--- src/rtl/pc_fetch_unit.sv ---
// Program-counter and instruction-fetch stage: two-state FETCH/EXEC sequencer with
// branch/jump next-PC computation from the decoder's control signals and ALU ZERO.
module pc_fetch_unit #(
  parameter logic [31:0] RESET_PC   = 32'd0,
  parameter int unsigned OFFSET_MSB = 23
) (
  input  logic        CLK,
  input  logic        RESET,
  input  logic        BEQSIGNAL,
  input  logic        BNESIGNAL,
  input  logic        JSIGNAL,
  input  logic        ZERO,
  input  logic        D_BUSYWAIT,
  input  logic [31:0] I_READDATA,
  input  logic        I_BUSYWAIT,
  output logic        I_READ,
  output logic [31:0] I_ADDRESS,
  output logic [31:0] PC,
  output logic [31:0] INSTRUCTION,
  output logic        INSTR_VALID,
  output logic        STALL
);

  typedef enum logic {StFetch, StExec} state_e;

  state_e      state_q;
  logic [31:0] pc_q;
  logic [31:0] instr_q;

  logic [7:0]  off8;
  logic [31:0] off;
  logic [31:0] pc4;
  logic        taken;
  logic [31:0] next_pc;

  // Word offset: sign-extend the 8-bit field and scale to bytes.
  always_comb begin
    off8    = instr_q[OFFSET_MSB -: 8];
    off     = {{22{off8[7]}}, off8, 2'b00};
    pc4     = pc_q + 32'd4;
    taken   = JSIGNAL | (BEQSIGNAL & ZERO) | (BNESIGNAL & ~ZERO);
    next_pc = taken ? (pc4 + off) : pc4;
  end

  always_ff @(posedge CLK or negedge RESET) begin
    if (!RESET) begin
      state_q <= StFetch;
      pc_q    <= RESET_PC;
      instr_q <= 32'h0;
    end else begin
      unique case (state_q)
        StFetch: begin
          // Only latch when memory is ready so X during busywait never lands here.
          if (!I_BUSYWAIT) begin
            instr_q <= I_READDATA;
            state_q <= StExec;
          end
        end
        StExec: begin
          if (!D_BUSYWAIT) begin
            pc_q    <= next_pc;
            state_q <= StFetch;
          end
        end
        default: state_q <= StFetch;
      endcase
    end
  end

  always_comb begin
    I_READ      = RESET && (state_q == StFetch);
    I_ADDRESS   = pc_q;
    PC          = pc_q;
    INSTRUCTION = instr_q;
    INSTR_VALID = (state_q == StExec);
    STALL       = (state_q == StFetch) || D_BUSYWAIT;
  end

endmodule
--- config.mk ---
export PLATFORM = sky130hd
export DESIGN_NAME = pc_fetch_unit
export DESIGN_NICKNAME = d
export VERILOG_FILES = /design/src/rtl/pc_fetch_unit.sv
export SDC_FILE = /design/constraint.sdc
export NUM_CORES = 1
export LEC_CHECK = 0
export BUFFER_PORTS_ARGS = -buffer_cell sky130_fd_sc_hd__buf_2
export CORE_MARGIN = 10
export CORE_UTILIZATION = 40
export CTS_CLUSTER_DIAMETER = 100
export DETAILED_ROUTE_END_ITERATION = 7
export GPL_ROUTABILITY_DRIVEN = 1
export RECOVER_POWER = 100
export SYNTH_ARGS = -nofsm -noshare
export SYNTH_HDL_FRONTEND = slang
export SYNTH_SLANG_ARGS = --single-unit
--- constraint.sdc ---
create_clock -name CLK -period 4.2 [get_ports CLK]
set_clock_uncertainty 0.05 [all_clocks]
set_input_delay 0.63 -clock CLK [delete_from_list [all_inputs] [get_ports CLK]]
set_output_delay 0.63 -clock CLK [all_outputs]
set_load 0.01 [all_outputs]
==> qor.yml, run 1 <==
layout:
  fillers: 1296
  utilization_pct: 47.7
  drive_above_1_share_pct: 16.4
  fin_cells: 875
  syn_to_final_growth_pct: 15.9
  n_antenna_cell: 0
  nets: 776
synth:
  yosys.area.top_type: "dfrtp_1"
  synthArstFlopShare_pct: 100
  ys.flop_type: "dfrtp_1"
  post_synth_num_cell_types: 62
  yosysSeqAreaShare_pct: 30.0
  netlist_area_um2: 5260
  synth_common_cells: "dfrtp_1 (63), a21oi_1 (49), nand2_1 (40), nor2_1 (40), ha_1 (37)"
  post-synth-top-count-cell: "dfrtp_1"
  ys_seq_elements: 63
  netlist_top_cells_area: "dfrtp_1 (30%), ha_1 (8.8%), mux2_2 (6.8%)"
  synth-edff-count: 0
  yosysWarnings: 0
  yosysTopAreaCellShare_pct: 30.0
  syn_inst: 592
  synth_area_per_cell_um2: 8.89
detailed_routing:
  initialDrtViolationCount: 458
  vias_per_cell: 5.60
  first_pass_iters: 5
  post_drt_wl_per_cell_um: 18.5
  ant_nets: 0
  route.detailed.drc: 0
  vias: 4900
  wl_mm: 16.2
clocking:
  cts.path.max_buffers: 2
  cts_htree_levels: 3
  clock_latency_ns: 0.34
  numCtsBuffers: 9
  cts_sinks: 63
  cts_tree: "built"
  cts.clk_slew.worst_paths_ns: 0.06
  cts_root_buf: "clkbuf_16"
timing:
  fmax_mhz: 253
  period_minus_slack_ns: 3.96
  tightest_slew_ns: 1.68
  period_share_pct: 94.3
  relSlewSlack_pct: -12.0
  setup_viol: 0
  slew_viol_final: 64
  hold_violations: 0
  hold_slack_ns: 0.433
worst_hold_path:
  hp-start: "I_BUSYWAIT"
  holdPathEnd: "INSTR_VALID$_DFF_PN0_"
  hold_depth: 2
  hold_class: "input port to register"
pwr:
  powerDensity_nw_per_um2: 841
  intPower_mw: 2.61
  power_mw: 5.13
  p_leak_nw: 2.63
  p_sw_mw: 2.51
  peakVddDrop_uv: 340
  p_seq_share_pct: 22.7
  combinationalPowerShare_pct: 62.3
  p_clk_share_pct: 15.1
  power_switching_share_pct: 49.0
grt:
  antenna_found_initial: 0
  first_global_vias: 5022
  globalRoute.totalOverflow: 0
  grtUsageTotal_pct: 17.6
  grt_max_degree: 64
  grt_pass1_wl_mm: 26.0
floorplanning:
  rows: 41
  start_util_pct: 41.2
  die_w_um: 135
  num_io_pins: 139
  coreArea_um2: 12800
  die_y_um: 135
  dieArea_um2: 18100
place:
  place.gp.congestion: 0.926
  portBuffers: 134
  hpwl_mm: 12.5
  place_inst: 858
setup_path:
  rrSetupSlack_ns: 0.24
  required_ns: 4.38
  startpoint_type: "register"
  worstPathArrival_ns: 4.14
  r2r_cells: 14
  timing.rr.start: "I_ADDRESS[2]$_DFFE_PN0P_"
  endpoint_kind: "register"
  path_class: "register to register"
  r2r-end: "I_ADDRESS[31]$_DFFE_PN0P_"
  crit_fanout: 7
outcome:
  status: "complete, but fails checks"
  violations: "capacitance limit, slew limit"
job:
  cap_viol_max_count: 1
## layout make-up
cell class | instances | area, um2 | share of cell area, %
timing repair buffer | 149 | 643 | 10.5
inverter | 10 | 37.5 | 0.616
clock buffer | 9 | 225 | 3.69
tap | 172 | 215 | 3.53
multi-input combinational | 465 | 3320 | 54.5
clock inverter | 7 | 78.8 | 1.29
sequential | 63 | 1580 | 25.9
## what timing repair did
item                                    in CTS  in global routing
endpoints found under the setup margin       0                  3
resized for setup                            0                  3
hold buffers                                 0                  0
setup buffers                                0                  1
## metrics by stage
stage                     setup slack (ns)  setup TNS [ns]  area [um2]
after floorplan                      0.556               0        5270
after global placement               0.294               0        5920
after detailed placement             0.194               0        5920
after CTS                            0.174               0        6230
after global routing               -0.0129         -0.0129        6100
final                                0.240               0        6100
## how the worst max path moves through the flow
| stage | end | start | cells past startpoint | slack [ns] |
|---|---|---|---|---|
| finish | I_ADDRESS[31]$_DFFE_PN0P_ | I_ADDRESS[2]$_DFFE_PN0P_ | 14 | 0.24 |
| global route | I_ADDRESS[31]$_DFFE_PN0P_ | I_ADDRESS[2]$_DFFE_PN0P_ | 14 | -0.01 |
| CTS | I_ADDRESS[31]$_DFFE_PN0P_ | I_ADDRESS[2]$_DFFE_PN0P_ | 13 | 0.17 |
| detailed placement | I_ADDRESS[31]$_DFFE_PN0P_ | I_ADDRESS[2]$_DFFE_PN0P_ | 14 | 0.19 |
| global placement | I_ADDRESS[31]$_DFFE_PN0P_ | I_ADDRESS[2]$_DFFE_PN0P_ | 14 | 0.29 |
| floorplan | I_ADDRESS[31]$_DFFE_PN0P_ | I_ADDRESS[11]$_DFFE_PN0P_ | 15 | 0.56 |
## power by group through the flow
stage                     Sequential [mW]  Clock [mW]  Combinational [mW]
after global routing                 1.22       0.816                3.57
after CTS                            1.16       0.787                3.30
final                                1.16       0.772                3.19
after global placement               1.15           0                3.26
after floorplan                      1.21           0                2.39
after detailed placement             1.16           0                3.28
## per-layer routing
metal | part of all wire [%] | GRT usage, % | vias to the layer above
met4 | 1.3 | 3.75 | 0
met5 | 0 | 0 | -
met2 | 49 | 30.0 | 170
met3 | 7.4 | 5.19 | 20
met1 | 42 | 21.4 | 2361
li1 | - | - | 2349
## placed cells by master (no fill, tap or decap), types with 19 or more instances in the layout
| cell | netlist | final |
|---|---|---|
| a21oi_1 | 49 | 49 |
| buf_2 | 0 | 42 |
| clkbuf_1 | 19 | 98 |
| dfrtp_1 | 63 | 63 |
| ha_1 | 37 | 37 |
| mux2_2 | 32 | 31 |
| nand2_1 | 40 | 40 |
| nand3_1 | 19 | 19 |
| nor2_1 | 40 | 39 |
| o21ai_0 | 36 | 37 |
| xnor2_1 | 26 | 26 |
| xor2_1 | 23 | 23 |
## kinds of logic (layout without fill, tap and decap cells)
family / count (synthesis) / after routing / synth area share, %
xor+xnor: 49 / 49 / 8.15
fa+ha+maj: 38 / 38 / 9.18
buf+inv: 67 / 175 / 7.49
compound gates: 162 / 162 / 20.2
other cells: 1 / 4 / 0.0713
mux: 35 / 35 / 7.42
simple gates: 177 / 177 / 17.5
flops: 63 / 63 / 30.0
## state kept, by name, indices dropped and copies added (netlist names)
signal	flops
I_ADDRESS	30
INSTR_VALID	1
INSTRUCTION	32
## critical path: stages (launching register included)
cell and delay [ns]:
dfrtp_1 0.46, ha_1 0.34, nand4_1 0.26, or3_1 0.44, nor2_1 0.24, xor2_1 0.12
ha_1 0.43, nand4_1 0.27, nor3_2 0.34, nand3_1 0.12, o211ai_1 0.18, buf_4 0.16
mux2i_1 0.17, nand3_1 0.10, xor2_1 0.15
Note: power is estimated with default switching activity, not from simulation.
==> run 2: changes to the inputs <==
Settings changed: RECOVER_POWER 100 to unset, SETUP_SLACK_MARGIN set to 0.4.
==> run 2 against run 1 <==
Compared with the run above:
- first-iteration DRC count down 7.6%
- worst setup slack better by 0.34 ns
- critical endpoint is now I_ADDRESS[30]$_DFFE_PN0P_
- final cell count up 1.7%
- sequential power about the same
- the run now ends clean
- fmax up 9.5%
==> qor.yml, run 2 (synthesized netlist as in run 1, its figures left out) <==
floorplanning:
  die_y_um: 135  # unchanged
  start_util_pct: 41.2  # unchanged
  rows: 41  # unchanged
  coreArea_um2: 12800  # unchanged
  die_w_um: 135  # unchanged
  num_io_pins: 139  # unchanged
  dieArea_um2: 18100  # unchanged
outcome:
  status: "finished clean"  # was complete, but fails checks
setup_path:
  timing.rr.start: "I_ADDRESS[2]$_DFFE_PN0P_"  # unchanged
  rrSetupSlack_ns: 0.58  # was 0.24 ns
  required_ns: 4.41  # was 4.38 ns
  r2r_cells: 15  # was 14
  critPathSlowestCell: "dfrtp_2"  # was dfrtp_1
  path_class: "register to register"  # unchanged
  r2r-end: "I_ADDRESS[30]$_DFFE_PN0P_"  # was I_ADDRESS[31]$_DFFE_PN0P_
  startpoint_type: "register"  # unchanged
  crit_fanout: 7  # unchanged
  endpoint_kind: "register"  # unchanged
  worstPathArrival_ns: 3.83  # was 4.14 ns
  crit_chain: "and2_2, and4_4, nand3_4, nor2_4, and3_1, xor2_1, ha_1, a21oi_2, o21ai_0, nor3_1, o21ai_2, a221oi_2, o21ai_0, and3_1, nor3_2"  # was ha_1, nand4_1, or3_1, nor2_1, xor2_1, ha_1, nand4_1, nor3_2, nand3_1, o211ai_1, buf_4, mux2i_1, nand3_1, xor2_1
  max_stage_delay_ns: 0.45  # was 0.46 ns
layout:
  nets: 791  # was 776
  n_antenna_cell: 0  # unchanged
  largest_reg_flops: 32  # unchanged
  final_common_cell: "buf_2"  # was clkbuf_1
  fin_cells: 890  # was 875
  fillers: 1229  # was 1,296
  syn_to_final_growth_pct: 22.5  # was 15.9%
  mostFrequentLayoutCells: "buf_2 (134), dfrtp_1 (50), a21oi_1 (47)"  # was clkbuf_1 (98), dfrtp_1 (63), a21oi_1 (49)
  drive_above_1_share_pct: 36.1  # was 16.4%
clocking:
  cts_tree: "built"  # unchanged
  cts_htree_levels: 3  # unchanged
  cts_root_buf: "clkbuf_16"  # unchanged
  cts.path.max_buffers: 2  # unchanged
  numCtsBuffers: 9  # unchanged
  cts_sinks: 63  # unchanged
  cts_hold_buf: 0  # unchanged
  cts.clk_slew.worst_paths_ns: 0.06  # about the same
  clock_latency_ns: 0.34  # about the same
detailed_routing:
  wl_mm: 16.3  # was 16.2 mm
  initialDrtViolationCount: 423  # was 458
  ant_nets: 0  # unchanged
  route.detailed.drc: 0  # unchanged
  post_drt_wl_per_cell_um: 18.4  # was 18.5 um
  first_pass_iters: 5  # unchanged
  vias: 4957  # was 4,900
  vias_per_cell: 5.57  # was 5.60
worst_hold_path:
  holdPathEnd: "INSTR_VALID$_DFF_PN0_"  # unchanged
  hold_class: "input port to register"  # unchanged
  hold_depth: 2  # unchanged
  hp-start: "I_BUSYWAIT"  # unchanged
pwr:
  p_leak_nw: 2.98  # was 2.63 nW
  power_mw: 5.40  # was 5.13 mW
  powerDensity_nw_per_um2: 837  # was 841 nW/um2
  peakVddDrop_uv: 351  # was 340 uV
timing:
  hold_violations: 0  # unchanged
  rsz0062_at_grt: "yes"
  setup_viol: 0  # unchanged
  period_minus_slack_ns: 3.62  # was 3.96 ns
  final.setup.tns_ns: 0  # unchanged
  slew_viol_final: 0  # was 64
  tightest_slew_ns: 0.914  # was 1.68 ns
  fmax_mhz: 276  # was 253 MHz
  relSlewSlack_pct: 38.9  # was -12.0%
  period_share_pct: 86.1  # was 94.3%
job:
  cap_viol_max_count: 0  # was 1
grt:
  grtUsageTotal_pct: 17.6  # about the same
  grt_max_degree: 64  # unchanged
  globalRoute.totalOverflow: 0  # unchanged
  grt_pass1_wl_mm: 26.1  # was 26.0 mm
  first_global_vias: 5028  # was 5,022
  antenna_found_initial: 0  # unchanged
place:
  place_inst: 858  # unchanged
  place.gp.congestion: 0.926  # unchanged
  hpwl_mm: 12.5  # unchanged
  portBuffers: 134  # unchanged
run 2: cell type report:
| type | count | area [um2] | share of cell area [%] |
|---|---|---|---|
| inverters | 10 | 37.5 | 0.582 |
| well taps | 172 | 215 | 3.34 |
| multi-input cells | 465 | 3400 | 52.8 |
| clock inverters | 7 | 78.8 | 1.22 |
| flip-flops and latches | 63 | 1590 | 24.7 |
| repair buffers | 164 | 896 | 13.9 |
| clock buffers | 9 | 225 | 3.49 |
run 2: layer usage:
| metal | global-route usage [%] | routed length [um] |
|---|---|---|
| met3 | 5.19 | 1070 |
| met4 | 3.75 | 166 |
| met5 | 0 | 0 |
| met1 | 21.5 | 7020 |
| met2 | 30.0 | 8090 |
run 2: worst max path at each step:
stage                              startpoint                         to  slack (ns)  cells past startpoint
finish               I_ADDRESS[2]$_DFFE_PN0P_  I_ADDRESS[30]$_DFFE_PN0P_        0.58                     15
global route         I_ADDRESS[2]$_DFFE_PN0P_  I_ADDRESS[30]$_DFFE_PN0P_        0.31                     15
CTS                  I_ADDRESS[5]$_DFFE_PN0P_  I_ADDRESS[31]$_DFFE_PN0P_        0.35                     15
detailed placement   I_ADDRESS[2]$_DFFE_PN0P_  I_ADDRESS[31]$_DFFE_PN0P_        0.19                     14
global placement     I_ADDRESS[2]$_DFFE_PN0P_  I_ADDRESS[31]$_DFFE_PN0P_        0.29                     14
floorplan           I_ADDRESS[11]$_DFFE_PN0P_  I_ADDRESS[31]$_DFFE_PN0P_        0.56                     15
run 2: report_power, final:
group          switching, mW  leakage (nW)  internal [mW]
logic                   1.93          2.10           1.52
registers              0.328         0.730          0.842
clock network          0.308         0.151          0.466
run 2: stage by stage:
| step | util (%) | worst slack [ns] | hold slack (ns) | area, um2 |
|---|---|---|---|---|
| final | 50.5 | 0.583 | 0.439 | 6450 |
| after global routing | 50.5 | 0.312 | 0.455 | 6450 |
| after CTS | 48.9 | 0.352 | 0.430 | 6240 |
| after detailed placement | 46.4 | 0.194 | 0.441 | 5920 |
| after global placement | 46.4 | 0.294 | 0.434 | 5920 |
| after floorplan | - | 0.556 | 0.284 | 5270 |
run 2: critical path, delay by kind of cell (launching register included):
family	cells	cell delay, ns
flops	1	0.45
xor+xnor	1	0.21
simple gates	8	1.60
compound gates	5	0.92
fa+ha+maj	1	0.31
run 2: repair_timing:
item                                    CTS  global route
setup buffers                             1            15
pin swaps                                 1             8
resized for setup                         3            32
cloned                                    0             0
endpoints found under the setup margin    3            14
hold endpoints to repair                  0             0
